`config.mk`:
```
export PLATFORM = sky130hd
export DESIGN_NAME = regfile_mp_sb
export DESIGN_NICKNAME = d
export VERILOG_FILES = /design/src/rtl/regfile_mp_sb.sv
export SDC_FILE = /design/constraint.sdc
export NUM_CORES = 2
export LEC_CHECK = 0
export CORE_MARGIN = 2
export CORE_UTILIZATION = 30
export DETAILED_ROUTE_END_ITERATION = 8
export SETUP_SLACK_MARGIN = 0.4
export SLEW_MARGIN = 20
export SYNTH_ARGS = -nofsm -noshare
export SYNTH_HDL_FRONTEND = slang
export SYNTH_SLANG_ARGS = --single-unit
```
`constraint.sdc`:
```
create_clock -name clk -period 9.1 [get_ports clk]
set_clock_uncertainty 0.2 [all_clocks]
set_input_delay 1.82 -clock clk [delete_from_list [all_inputs] [get_ports clk]]
set_output_delay 1.82 -clock clk [all_outputs]
set_load 0.02 [all_outputs]
```
`src/rtl/regfile_mp_sb.sv`:
```
// Multi-read, dual-write-back register file with same-cycle bypass and a
// per-register busy scoreboard for decode-stage hazard detection.
module regfile_mp_sb #(
  parameter int XLEN  = 32,
  parameter int NREGS = 32,
  parameter int NREAD = 2
) (
  input  logic                        clk,
  input  logic                        rst_n,
  input  logic [NREAD*$clog2(NREGS)-1:0] rd_addr,
  output logic [NREAD*XLEN-1:0]       rd_data,
  output logic [NREAD-1:0]            rd_busy,
  input  logic                        wb0_en,
  input  logic [$clog2(NREGS)-1:0]    wb0_addr,
  input  logic [XLEN-1:0]             wb0_data,
  input  logic                        wb1_en,
  input  logic [$clog2(NREGS)-1:0]    wb1_addr,
  input  logic [XLEN-1:0]             wb1_data,
  input  logic                        iss_en,
  input  logic [$clog2(NREGS)-1:0]    iss_rd,
  input  logic                        flush,
  output logic [NREGS-1:0]            busy_vec
);

  localparam int AW = $clog2(NREGS);

  logic [XLEN-1:0]  mem [NREGS];
  logic [NREGS-1:0] busy;

  // wb1 is written second so it wins a same-address collision.
  always_ff @(posedge clk or negedge rst_n) begin
    if (!rst_n) begin
      for (int r = 0; r < NREGS; r++) mem[r] <= '0;
    end else begin
      if (wb0_en && (wb0_addr != '0)) mem[wb0_addr] <= wb0_data;
      if (wb1_en && (wb1_addr != '0)) mem[wb1_addr] <= wb1_data;
    end
  end

  always_ff @(posedge clk or negedge rst_n) begin
    if (!rst_n) begin
      busy <= '0;
    end else begin
      busy[0] <= 1'b0;
      for (int r = 1; r < NREGS; r++) begin
        if (flush)
          busy[r] <= 1'b0;
        else if (iss_en && (iss_rd == AW'(r)))
          busy[r] <= 1'b1;
        else if ((wb0_en && (wb0_addr == AW'(r))) || (wb1_en && (wb1_addr == AW'(r))))
          busy[r] <= 1'b0;
      end
    end
  end

  assign busy_vec = busy;

  for (genvar i = 0; i < NREAD; i++) begin : g_rd
    logic [AW-1:0] a;
    logic          hit0;
    logic          hit1;
    logic          live;

    assign a    = rd_addr[i*AW +: AW];
    assign hit0 = wb0_en && (wb0_addr == a);
    assign hit1 = wb1_en && (wb1_addr == a);
    // Reads are forced to zero while reset is held so bypass cannot leak through.
    assign live = rst_n && (a != '0);

    assign rd_data[i*XLEN +: XLEN] = !live ? '0 :
                                     hit1  ? wb1_data :
                                     hit0  ? wb0_data : mem[a];
    assign rd_busy[i] = live && busy[a] && !(hit0 || hit1);
  end

endmodule

```
Yosys cells after proc, flatten, opt, wreduce, memory -nomap -nowiden
Index checks and enable logic that the tools add are counted.
W data, S select, Z words.
{ "totals": {"inputBits": 95, "wordCells": 466, "out_inout_bits": 98, "ff_bits": 1055} }
{ "op_classes": {"eq_ne": 97, "order_cmp": 8, "n_reduce_logical": 177, "bitwise": 4, "n_mux": 117} }
{ "ops": {"columns": ["cell", "count"], "rows": [
  ["$bwmux W1024", 2],
  ["$mux W1024", 2],
  ["$mux W32", 12],
  ["$bmux W32 S5", 2],
  ["$demux W32 S5", 2],
  ["$eq A5 B5 Y1 const B", 48],
  ["$eq A5 B4 Y1 const B", 24],
  ["$logic_and A1 B1 Y1", 107],
  ["$mux W1", 95],
  ["$reduce_bool A3 Y1", 31],
  ["$eq A5 B3 Y1 const B", 12],
  ["$logic_or A1 B1 Y1", 33],
  ["$eq A5 B2 Y1 const B", 6],
  ["$ge A6 B6 Y1 const B", 4],
  ["$not A5 Y6", 4],
  ["$eq A5 B5 Y1", 4],
  ["$reduce_bool A5 Y1", 4],
  ["$eq A5 B1 Y1 const B", 3],
  ["$lt A5 B6 Y1 const B", 2],
  ["$lt A6 B1 Y1 const B", 2],
  ["$bmux W1 S5", 2],
  ["$logic_not A1 Y1", 2]
]} }

Longest topological paths before layout
{ "depth": {"depth_word": 9, "ltp_mapped": 10, "mapped_depth_nobuf": 5} }

Worst setup path before layout
Ideal clock, no wire load.
{ "synth_timing": {"path_type": "input -> output", "startpoint": "input port rd_addr[7]", "endpoint": "output port rd_data[55]", "setup_slack_ns": 3.165, "path_stages": 9, "required_ns": 7.080, "path_buffers": 4, "t_arrival_ns": 3.915, "path_cell_list": "buf_4 -> nand2b_1 -> buf_2 -> clkbuf_1 -> clkbuf_1 -> o221ai_1 -> o22ai_1 -> o21a_1 -> o41ai_1"} }
{ "synth_between": {"elab_chain_cells": 7, "elab_cells_between_ends": 13, "classes_between": "eq/ne: 2; mux: 6; bitwise: 1; reduce/logical: 4"} }
{ "synth_lines": {"columns": ["element", "line", "text"], "rows": [
  ["start, declared", "10", "input logic [NREAD*$clog2(NREGS)-1:0] rd_addr,"],
  ["$not A5 Y6 (implied by the code)", "72", "hit0 ? wb0_data : mem[a];"],
  ["$bmux W32 S5", "72", null],
  ["$mux W32 (implied by the code) (2 in series)", "72", null],
  ["$mux W32", "72", null],
  ["$mux W32", "71", "hit1 ? wb1_data :"],
  ["$mux W32 *", "70", "assign rd_data[i*XLEN +: XLEN] = !live ? '0 :"],
  ["end, declared", "11", "output logic [NREAD*XLEN-1:0] rd_data,"]
]} }
Mark *: on every way between the ends. The rest lies on a longest branch, timed or not. The select of a mux whose other input is x is not followed.

Final worst setup path
{ "layout_timing": {"startpoint": "input port wb1_addr[1]", "endpoint": "output port rd_data[1]"} }
{ "layout_between": {"elab_chain_cells": 4} }
{ "layout_lines": {"columns": ["element", "line", "text"], "rows": [
  ["start, declared", "17", "input logic [$clog2(NREGS)-1:0] wb1_addr,"],
  ["$eq A5 B5 Y1", "66", "assign hit1 = wb1_en && (wb1_addr == a);"],
  ["$logic_and A1 B1 Y1", "66", null],
  ["$mux W32", "71", null],
  ["$mux W32", "70", null]
]} }
Every way passes these cells.

==> run summary <==
mapped cell area - 67300 um^2
GR Util All Layers - 27.2%
Post-synth ARST share - 100%
Congestion Overflow GR - 0
Final Cycle Share - 93.5%
synthesized area per cell - 9.65 um^2
initial antenna violation count - 24
Crit Path Class - in2out
Layout area overhead - 12.0%
critical path's slowest cell - nand3_2
wire per inst - 33.4 um
share of the synthesized area in the top cell type - 39.2%
Post-Syn Nets - 7066
Finished Core Util - 33.9%
worst hold path type - reg2reg
crit-path most repeated cell - clkdlybuf4s50_1
global-route wire length before repair - 450000 um
CTS tree - yes
Max-Cap Viols - 0
most common cell in the netlist - mux2i_1
I/O pin count - 193
Worst-Skew Late Latency - 0.79 ns
post-CTS resize count - 0
Worst-path clk slew - 0.06 ns
dpl ws - 0.894 ns
Worst Max-Slew Pin Slew - 1.28 ns
commonest cells in the netlist - mux2i_1, dfrtp_1, nor2_1
pin count of the biggest net entering global routing - 172
minimum clock period - 8.51 ns
DRT antenna net count - 0
clk buf depth - 3
GR peak layer - met2
Post-synth EDFFs - 0
CTS hold repair buffers - 0
Detailed Routing Iterations Pass 1 - 8
Worst Setup SP - wb1_addr[1]
Worst EP arrival - 6.49 ns
met1 Usage GRT - 33.4%
Synth area leader - dfrtp_1
Rows - 173
Num CTS Buffers - 113
Req. time, crit path - 7.08 ns
total leakage power - 31.3 nW
layout cells sized above 1 - 13.1%
Critical Path Fanout Max - 14
nets - 6680
port buffer count - 191
flop2flop setup slack - 7.59 ns
hold wc startpoint - mem[999]$_DFF_PN0_
DRC - 0
Post-Layout Inst Area - 75300 um^2
Routed WL - 323000 um
Die X-Extent - 478 um
GPL Wtd Cong - 0.975
synthesis-stage register bit count - 1055
initial core utilization - 30.2%
Die ar. - 228000 um^2
number of global-route vias before repair - 58.7k
met2 Track Usage GR - 39.6%
DR iter-0 viols - 9121
Pwr per Cell Area - 211 nW/um^2
unrepaired setup endpoints after global routing - false
setup_tns - 0 ns
r2r startpoint - busy_vec[20]$_DFFE_PN0P_
Total Power - 0.0159 W
HPWL reported at the end of detailed placement - 189000 um
total setup buffers inserted after CTS - 0
Post-synth top flop - dfrtp_1
number of vias per cell - 6.36
Final WS setup - 0.588 ns
core area - 223000 um^2
Gate Count Post-Synth - 6971
sequential area share after synthesis - 39.2%
Final Hold Vio Count - 0
clock root cell - clkbuf_16
status - finished, final reports clean
final setup fails - 0
Setup crit end kind - primary output
met3 usage in global routing - 9.78%
Die Height - 478 um
Worst setup SP type - input pin
Max VDD drop - 0.163 mV
H-tree depth - 3
max_slew headroom - 14.5%
# clock sinks - 1055
Placement Cell Area - 71500 um^2
max-slew violations - 0
Highest Clock Rate - 117 MHz
distinct cell type count after synthesis - 67
CP Cell Sequence - clkdlybuf4s50_1 -> xor2_1 -> nor4_1 -> nand3_2 -> buf_4 -> nand4_1 -> a21oi_1 -> clkdlybuf4s50_1
Syn. warnings - 0
slowest stage delay, CP - 1.05 ns
number of vias in the routed layout - 61.5k
Area contributors post-synth - dfrtp_1, mux2i_1, mux4_2
## path summary, 6_finish.rpt
check,to,cells past startpoint
setup / recovery,rd_data[1],8
hold / removal,mem[999]$_DFF_PN0_,0
setup reg to reg,busy_vec[20]$_DFFE_PN0P_,2
hold reg to reg,mem[999]$_DFF_PN0_,0
max in group asynchronous,mem[491]$_DFF_PN0_,5
min in group asynchronous,mem[334]$_DFF_PN0_,1
## sequential cells by signal (all words and copies together), names as in the netlist
name	count
busy_vec	31
mem	1024
## metrics by stage
| stage | std cells | hold WS, ns |
|---|---|---|
| after floorplan | 6971 | 0.241 |
| after CTS | 9652 | 0.197 |
| final | 9664 | 0.200 |
| after global routing | 9658 | 0.207 |
| after global placement | 9442 | 0.180 |
| after detailed placement | 9443 | 0.184 |
## cell families after synthesis
| kind of cell | count (synthesis) | share of synthesized area (%) |
|---|---|---|
| compound gates | 1792 | 16.9 |
| xor+xnor | 20 | 0.260 |
| mux | 1528 | 27.5 |
| flops | 1055 | 39.2 |
| other cells | 1 | 0.00557 |
| buf+inv | 931 | 5.97 |
| simple gates | 1644 | 10.1 |
## critical path, delay by kind of cell
kind                      cells  cell delay, ns
and+or+nand+nor               3            2.15
buffers and inverters         3            2.13
xor gates and xnor gates      1            0.14
AOI/OAI and AO/OA             1            0.23
## cells in the final DEF, fill, tap and decap left out, drive strengths merged, types with 32 or more instances in the layout
cell,count
mux2i,1181
dfrtp,1055
nor2,844
a21oi,721
nand2,623
mux4,246
buf,236
o21ai,226
a32oi,204
clkdlybuf4s50,180
clkbuf,175
a31oi,156
o221ai,155
a22oi,117
mux2,101
o22ai,49
nand4,35
a221oi,34
o211ai,33
o21a,32
## power breakdown
group | switching, W | internal, W | total, W
registers | 0.000991 | 0.00590 | 0.00689
clock network | 0.00215 | 0.00271 | 0.00486
logic | 0.00214 | 0.00197 | 0.00411
total | 0.00528 | 0.0106 | 0.0159
## layer usage
metal	up-vias	wire length, um
met5	-	155
met1	30341	115000
met4	22	27200
met3	1317	44100
li1	24885	-
met2	4925	136000
## cell type report
class | instances | area [um^2]
Fill cell | 22516 | 147000
Multi-Input combinational cell | 4985 | 37500
Inverter | 13 | 50.0
Antenna cell | 10 | 25.0
Tap cell | 2975 | 3720
Timing Repair Buffer | 417 | 3860
Clock inverter | 35 | 340
Sequential cell | 1055 | 26400
Clock buffer | 174 | 3410
No activity file was read; power rests on OpenSTA's default activity.
